### src/rtl/cpc_memory_mapper.sv
// CPC 6128-style memory mapper: decodes the gate-array RAM/ROM configuration
// writes, maps CPU and video addresses onto a flat 2MB SRAM, and sequences
// SRAM accesses from RAS/CAS. A boot phase loads ROM images into SRAM.
module cpc_memory_mapper #(
  parameter int          EXP_BANKS     = 8,
  parameter int          ROM_SLOTS     = 16,
  parameter logic [20:0] ROM_BASE      = 21'h100000,
  parameter bit          BOOT_ON_RESET = 1'b1
) (
  input  logic        clk,
  input  logic        reset,
  input  logic [15:0] cpu_addr,
  input  logic [7:0]  cpu_din,
  input  logic        iorq_n,
  input  logic        wr_n,
  input  logic        cpu_n,
  input  logic        romen_n,
  input  logic        ramrd_n,
  input  logic        ras_n,
  input  logic        cas_n,
  input  logic        mwe_n,
  input  logic        en244_n,
  input  logic [15:0] vram_addr,
  output logic [7:0]  data_to_cpu,
  output logic        memory_oe_n,
  output logic [7:0]  data_to_ga,
  output logic [20:0] sram_addr,
  output logic [7:0]  sram_dq_out,
  output logic        sram_dq_oe,
  input  logic [7:0]  sram_dq_in,
  output logic        sram_we_n,
  input  logic [20:0] boot_addr,
  input  logic [7:0]  boot_data,
  input  logic        boot_req,
  output logic        boot_ack,
  input  logic        boot_done,
  output logic        rom_initialised
);

  typedef enum logic [2:0] {S_BOOT, S_IDLE, S_ROW, S_RD, S_WR} state_t;

  localparam logic [2:0] EXP_MASK = 3'(EXP_BANKS - 1);
  localparam logic [8:0] SLOTS9   = 9'(ROM_SLOTS);
  localparam logic [6:0] ROM_WIN  = ROM_BASE[20:14];

  state_t      state_q;
  logic [5:0]  ram_cfg_q;
  logic [7:0]  rom_sel_q;
  logic [15:0] slot_valid_q;
  logic [7:0]  rd_latch_q;
  logic [20:0] sram_addr_q;
  logic [7:0]  sram_dq_out_q;
  logic        sram_dq_oe_q;
  logic        sram_we_n_q;
  logic        boot_ack_q;
  logic        rom_init_q;
  logic        io_prev_q;
  logic        breq_prev_q;
  logic        is_rom_q;

  logic        io_fire;
  logic        boot_rise;
  logic        exp_sel;
  logic [1:0]  pg;
  logic [2:0]  blk;
  logic [20:0] ram_addr;
  logic        slot_ok;
  logic [3:0]  upper_slot;
  logic [20:0] mapped_addr;
  logic        rom_access;
  logic [6:0]  boot_win;
  logic [8:0]  boot_slot;
  logic        boot_hit;

  assign io_fire   = ~iorq_n & ~wr_n & ~io_prev_q;
  assign boot_rise = boot_req & ~breq_prev_q;

  // Address mapping: RAM mode table, ROM substitution and video override
  always_comb begin
    exp_sel = 1'b0;
    pg      = cpu_addr[15:14];
    case (ram_cfg_q[2:0])
      3'd1: if (cpu_addr[15:14] == 2'd3) begin exp_sel = 1'b1; pg = 2'd3; end
      3'd2: exp_sel = 1'b1;
      3'd3: begin
        if (cpu_addr[15:14] == 2'd1) pg = 2'd3;
        if (cpu_addr[15:14] == 2'd3) begin exp_sel = 1'b1; pg = 2'd3; end
      end
      3'd4, 3'd5, 3'd6, 3'd7:
        if (cpu_addr[15:14] == 2'd1) begin exp_sel = 1'b1; pg = ram_cfg_q[1:0]; end
      default: ;
    endcase
    blk      = ram_cfg_q[5:3] & EXP_MASK;
    ram_addr = exp_sel ? {({2'b00, blk} + 5'd1), pg, cpu_addr[13:0]}
                       : {5'b00000, pg, cpu_addr[13:0]};

    slot_ok    = ({1'b0, rom_sel_q} < SLOTS9) && slot_valid_q[rom_sel_q[3:0]];
    upper_slot = slot_ok ? rom_sel_q[3:0] : 4'd0;

    rom_access  = 1'b0;
    mapped_addr = ram_addr;
    if (cpu_n) begin
      mapped_addr = {5'b00000, vram_addr};
    end else if (!romen_n && cpu_addr[15:14] == 2'b00) begin
      rom_access  = 1'b1;
      mapped_addr = ROM_BASE + {7'b0000000, cpu_addr[13:0]};
    end else if (!romen_n && cpu_addr[15:14] == 2'b11) begin
      rom_access  = 1'b1;
      mapped_addr = ROM_BASE + {2'b00, ({1'b0, upper_slot} + 5'd1), cpu_addr[13:0]};
    end

    boot_win  = boot_addr[20:14] - ROM_WIN;
    boot_slot = {2'b00, boot_win} - 9'd1;
    boot_hit  = (boot_addr[20:14] >= ROM_WIN) && (boot_win != 7'd0) && (boot_slot < SLOTS9);
  end

  // Configuration registers, boot loader and SRAM access sequencer
  always_ff @(posedge clk) begin
    if (reset) begin
      state_q       <= BOOT_ON_RESET ? S_BOOT : S_IDLE;
      ram_cfg_q     <= '0;
      rom_sel_q     <= '0;
      slot_valid_q  <= BOOT_ON_RESET ? 16'h0000 : 16'h0001;
      rd_latch_q    <= '1;
      sram_addr_q   <= '0;
      sram_dq_out_q <= '0;
      sram_dq_oe_q  <= 1'b0;
      sram_we_n_q   <= 1'b1;
      boot_ack_q    <= 1'b0;
      io_prev_q     <= 1'b1;
      breq_prev_q   <= 1'b0;
      is_rom_q      <= 1'b0;
      if (BOOT_ON_RESET) rom_init_q <= 1'b0;
    end else begin
      io_prev_q  <= ~iorq_n & ~wr_n;
      boot_ack_q <= 1'b0;
      // Edge history freezes during a boot write so a request edge landing
      // in that cycle is still seen on the next one.
      if (sram_we_n_q || state_q != S_BOOT) breq_prev_q <= boot_req;

      if (io_fire && state_q != S_BOOT) begin
        if (!cpu_addr[15] && cpu_din[7:6] == 2'b11) ram_cfg_q <= cpu_din[5:0];
        if (!cpu_addr[13]) rom_sel_q <= cpu_din;
      end

      case (state_q)
        S_BOOT: begin
          if (!sram_we_n_q) begin
            sram_we_n_q  <= 1'b1;
            sram_dq_oe_q <= 1'b0;
            boot_ack_q   <= 1'b1;
          end else if (boot_rise && !rom_init_q) begin
            sram_addr_q   <= boot_addr;
            sram_dq_out_q <= boot_data;
            sram_dq_oe_q  <= 1'b1;
            sram_we_n_q   <= 1'b0;
            if (boot_hit) slot_valid_q[boot_slot[3:0]] <= 1'b1;
          end else if (boot_done) begin
            state_q    <= S_IDLE;
            rom_init_q <= 1'b1;
          end
        end
        S_IDLE: begin
          if (!ras_n) begin
            state_q     <= S_ROW;
            sram_addr_q <= mapped_addr;
            is_rom_q    <= rom_access;
          end
        end
        S_ROW: begin
          if (!cas_n) begin
            if (is_rom_q || mwe_n) begin
              state_q <= S_RD;
            end else begin
              state_q       <= S_WR;
              sram_we_n_q   <= 1'b0;
              sram_dq_oe_q  <= 1'b1;
              sram_dq_out_q <= cpu_din;
            end
          end else if (ras_n) begin
            state_q <= S_IDLE;
          end
        end
        S_RD: begin
          rd_latch_q <= sram_dq_in;
          if (ras_n) state_q <= S_IDLE;
        end
        S_WR: begin
          sram_dq_out_q <= cpu_din;
          if (ras_n) begin
            state_q      <= S_IDLE;
            sram_we_n_q  <= 1'b1;
            sram_dq_oe_q <= 1'b0;
          end
        end
        default: state_q <= S_IDLE;
      endcase
    end
  end

  assign sram_addr       = sram_addr_q;
  assign sram_dq_out     = sram_dq_out_q;
  assign sram_dq_oe      = sram_dq_oe_q;
  assign sram_we_n       = sram_we_n_q;
  assign boot_ack        = boot_ack_q;
  assign rom_initialised = rom_init_q;
  assign memory_oe_n     = ramrd_n & romen_n;
  assign data_to_cpu     = memory_oe_n ? 8'hFF : rd_latch_q;
  assign data_to_ga      = en244_n ? rd_latch_q : cpu_din;

endmodule

### config.mk
export PLATFORM = sky130hd
export DESIGN_NAME = cpc_memory_mapper
export DESIGN_NICKNAME = d
export VERILOG_FILES = /design/src/rtl/cpc_memory_mapper.sv
export SDC_FILE = /design/constraint.sdc
export NUM_CORES = 1
export LEC_CHECK = 0
export BUFFER_PORTS_ARGS = -buffer_cell sky130_fd_sc_hd__buf_2
export CORE_MARGIN = 2
export CORE_UTILIZATION = 54
export CTS_CLUSTER_DIAMETER = 60
export CTS_CLUSTER_SIZE = 16
export DETAILED_ROUTE_END_ITERATION = 8
export PLACE_DENSITY_LB_ADDON = 0.05
export SYNTH_ARGS = -nofsm -noshare
export SYNTH_HDL_FRONTEND = slang
export SYNTH_SLANG_ARGS = --single-unit
export TNS_END_PERCENT = 5
### constraint.sdc
create_clock -name clk -period 6.65 [get_ports clk]
set_input_delay 0.665 -clock clk [delete_from_list [all_inputs] [get_ports clk]]
set_output_delay 0.665 -clock clk [all_outputs]
set_load 0.1 [all_outputs]
==> reports/summary.txt <==
CTS
-----------------------------------------------------------------------------------------------------------------
Clock Path Buffers                                                                                              2
CTS tree                                                                                                      yes
Clock latency at the later pin of the worst-skew pair                                                      360 ps
Number of sinks on the clock net                                                                               77
Number of levels in the clock H-tree                                                                            3
Setup bufs post-CTS                                                                                             0
Clock root buffer master                                                                                 clkbuf_8
Total of cells resized after clock tree synthesis                                                               0
CTS Hold Bufs                                                                                                   0
Clock transition at the register clock pins on the worst setup and hold paths after CTS                     80 ps
Num CTS Buffers                                                                                                 9

LOGIC SYNTHESIS
-----------------------------------------------------------------------------------------------------------------
Leading register cell type out of synthesis                                                               dfxtp_1
Simple-gate area share of the yosys netlist                                                                 0.235
Post-synth EDFFs                                                                                                0
Synth Register Bits                                                                                            77
Post-Synthesis Cells                                                                                          489
Share of flip-flops with an asynchronous set or reset after synthesis                                           0
Synthesized-area fraction occupied by ao, oa, aoi and oai cells                                             0.185
Combinational family with the most area after synthesis                                              simple AND/OR/NAND/NOR gates
Sequential fraction of the synthesis area                                                                   0.378
Cell Area, Synth                                                                                         4080 um2
Nets in the synthesized netlist                                                                               581
Number of distinct library cells after synthesis                                                               61
Synthesized area per cell                                                                                8.34 um2
Arithmetic-cell share of the synthesized area counting full adders, half adders and majority gates        0.00614
Yosys Warn Count                                                                                                0
Xor/xnor share of the synthesized area                                                                     0.0107
Mux share of post-synthesis cell area                                                                       0.138

FINAL LAYOUT
-----------------------------------------------------------------------------------------------------------------
Nets@finish                                                                                                   699
Layout area overhead                                                                                        22.1%
Layout cells sized above 1                                                                                  0.299
Total inserted antenna cells                                                                                    0
Utilization of the core after routing                                                                       0.683

TIMING
-----------------------------------------------------------------------------------------------------------------
Final Skew                                                                                                11.4 ps
Final worst slack                                                                                         3940 ps
Setup repair after global routing missed its margin                                                            no
Pins Over Slew Limit                                                                                            0
Max-slew headroom at the worst pin                                                                          0.204
Fmax achieved                                                                                             369 MHz
Fin. Hold Viols                                                                                                 0
Setup_tns                                                                                                    0 ps
Final count of negative-setup-slack endpoints                                                                   0
Min Tclk post-route                                                                                       2710 ps
Pin slew with the least headroom to its limit                                                             1190 ps
Hold_ws                                                                                                    454 ps
Crit share post-route                                                                                       0.407

FLOORPLAN
-----------------------------------------------------------------------------------------------------------------
Die boundary width                                                                                        90.9 um
Height of the chip                                                                                        90.9 um
Starting Density                                                                                            0.559
Number of placement rows                                                                                       31
Top Ports                                                                                                     140
Area of the placeable core                                                                               7290 um2
Die area                                                                                                 8260 um2

SETUP PATH
-----------------------------------------------------------------------------------------------------------------
Launching element type of the critical path                                                             flip-flop
Worst Reg2Reg Path Length in Cells                                                                              5
Required time of the worst setup path                                                                     6870 ps
Biggest fanout along the worst timing path                                                                     23
Setup crit end kind                                                                                     flip-flop
Arr. time, crit path                                                                                      2920 ps
Critical path start-end classification                                                                 reg -> reg

PWR
-----------------------------------------------------------------------------------------------------------------
Reported net switching power                                                                               792 uW
Static Leak                                                                                               2.12 nW
Worst supply voltage drop on vdd                                                                           138 uV
Clock power share                                                                                           0.231
Design internal power                                                                                      888 uW
Sequential Power Share                                                                                      0.332
Part of the power in combinational logic                                                                    0.437
Overall power consumption                                                                                 1.68 mW
Power per standard cell area                                                                           337 nW/um2
Switching share of total power                                                                              0.472

PLACEMENT
-----------------------------------------------------------------------------------------------------------------
Dpl hpwl                                                                                                  7830 um
Number of I/O port buffers                                                                                    139
RD Place Congestion                                                                                         0.836
Post-placement worst setup slack                                                                          3970 ps

HOLD PATH
-----------------------------------------------------------------------------------------------------------------
Worst Hold Depth                                                                                                2
Worst hold path class                                                                                  reg -> reg

GRT
-----------------------------------------------------------------------------------------------------------------
Number of global-route vias before repair                                                                    3589
Global-route usage over all layers                                                                          0.259
Number of antenna violations at the first check in global routing                                               0
Remaining global-route overflow                                                                                 0
Largest net degree at the start of global routing                                                              78
Global-route wire length before repair                                                                   17400 um

DETAILED ROUTING
-----------------------------------------------------------------------------------------------------------------
DRC marker count from the first detailed-route iteration                                                      225
Antenna-violating nets left                                                                                     0
Length of the first detailed-routing pass in iterations                                                         5
Post-Route WL                                                                                            10700 um
Final routed DRC violation total                                                                                0
Avg WL per Cell                                                                                           15.1 um
Overall via count from detail_route                                                                          3939
Via-per-instance ratio                                                                                       5.54

RUN STATUS
-----------------------------------------------------------------------------------------------------------------
Run status                                                                                           complete, no violations

FLOW RUN
-----------------------------------------------------------------------------------------------------------------
Max-Cap Viols                                                                                                   0

per-layer routing:
metal | share of wire | vias up | wire (um) | GRT usage
li1 | - | 1971 | - | -
met2 | 0.47 | 133 | 5040 | 0.428
met5 | 0 | - | 0 | 0
met4 | 0.0098 | 0 | 105 | 0.0720
met1 | 0.46 | 1826 | 4900 | 0.342
met3 | 0.064 | 9 | 684 | 0.0584
stage by stage:
stage,instance area [um2],cells
final,4980,711
after global routing,4980,711
after CTS,4980,711
after detailed placement,4760,695
after global placement,4760,695
after floorplan,4080,489
final cells by class:
class                      instances  area [um2]
clock buffer                      11         131
tap                               99         124
timing repair buffer             142         718
fill                             660        2310
inverter                           8        30.0
sequential                        77        1540
multi-input combinational        369        2350
clock inverter                     5        85.1
placed cells by master, fill, tap and decap left out, types with 3 or more instances in the layout:
master	netlist	final
nor2b_1	9	9
buf_2	13	139
o211ai_1	16	16
nand2_1	66	66
buf_4	2	3
o22ai_1	3	3
dfxtp_1	77	77
or3_1	3	3
and3_1	3	3
mux2_2	10	10
nor3_1	7	7
a211oi_1	11	11
nor4_1	3	3
nand2b_1	11	11
o21ai_0	11	11
a31oi_1	10	10
o21bai_1	3	3
and2_1	3	3
xor2_1	3	3
nor2_2	4	4
a21oi_1	36	36
nand3b_1	10	10
mux2i_1	45	45
nor2_1	56	56
inv_1	8	8
clkbuf_8	0	9
cells by family (layout without fill, tap and decap cells):
family,Yosys count,in the layout
and+or+nand+nor,193,193
AOI/OAI and AO/OA,114,114
DFF,77,77
muxes,55,55
buffers and inverters,43,166
xor gates and xnor gates,5,5
adders and majority gates,2,2
critical path, cell delays in order (launching register included):
cell and delay [ps]:
dfxtp_1 650, or3b_1 560, o22ai_2 780, nand2_1 220, a221oi_1 290, nor3_1 70
flip-flops by register name (all words and copies together) (netlist names):
signal	cells
io_prev_q	1
sram_we_n	1
sram_addr	21
boot_ack	1
rom_sel_q	8
rd_latch_q	8
state_q	3
ram_cfg_q	6
rom_initialised	1
sram_dq_oe	1
breq_prev_q	1
is_rom_q	1
sram_dq_out	8
slot_valid_q	16
worst paths after layout:
| path | slack, ps | to | from |
|---|---|---|---|
| min reg2reg | 450 | sram_addr[0]$_SDFFE_PP0P_ | sram_addr[0]$_SDFFE_PP0P_ |
| max reg2reg | 3940 | sram_addr[17]$_SDFFE_PP0P_ | state_q[0]$_SDFFE_PP0P_ |
| min | 450 | sram_addr[0]$_SDFFE_PP0P_ | sram_addr[0]$_SDFFE_PP0P_ |
| max | 3940 | sram_addr[17]$_SDFFE_PP0P_ | state_q[0]$_SDFFE_PP0P_ |
synth_stat cells (all sizes together), types with 9 or more instances:
cell type	count	share of area
nor2	60	0.058
nand3b	10	0.018
mux2i	45	0.11
nor2b	9	0.014
o21ai	11	0.014
clkbuf	19	0.017
dfxtp	77	0.38
nand2b	11	0.017
a211oi	12	0.023
o211ai	16	0.029
buf	16	0.022
nand2	66	0.061
mux2	10	0.028
a21oi	36	0.044
a31oi	10	0.015
power groups by stage:
stage               logic [mW]  clock network (mW)  registers [mW]
floorplan                0.292                   0           0.882
finish                   0.735               0.388           0.558
CTS                      0.736               0.392           0.557
global placement         0.727                   0           0.565
global route             0.777               0.411           0.566
detailed placement       0.734                   0           0.567
No activity file was read; power rests on OpenSTA's default activity.
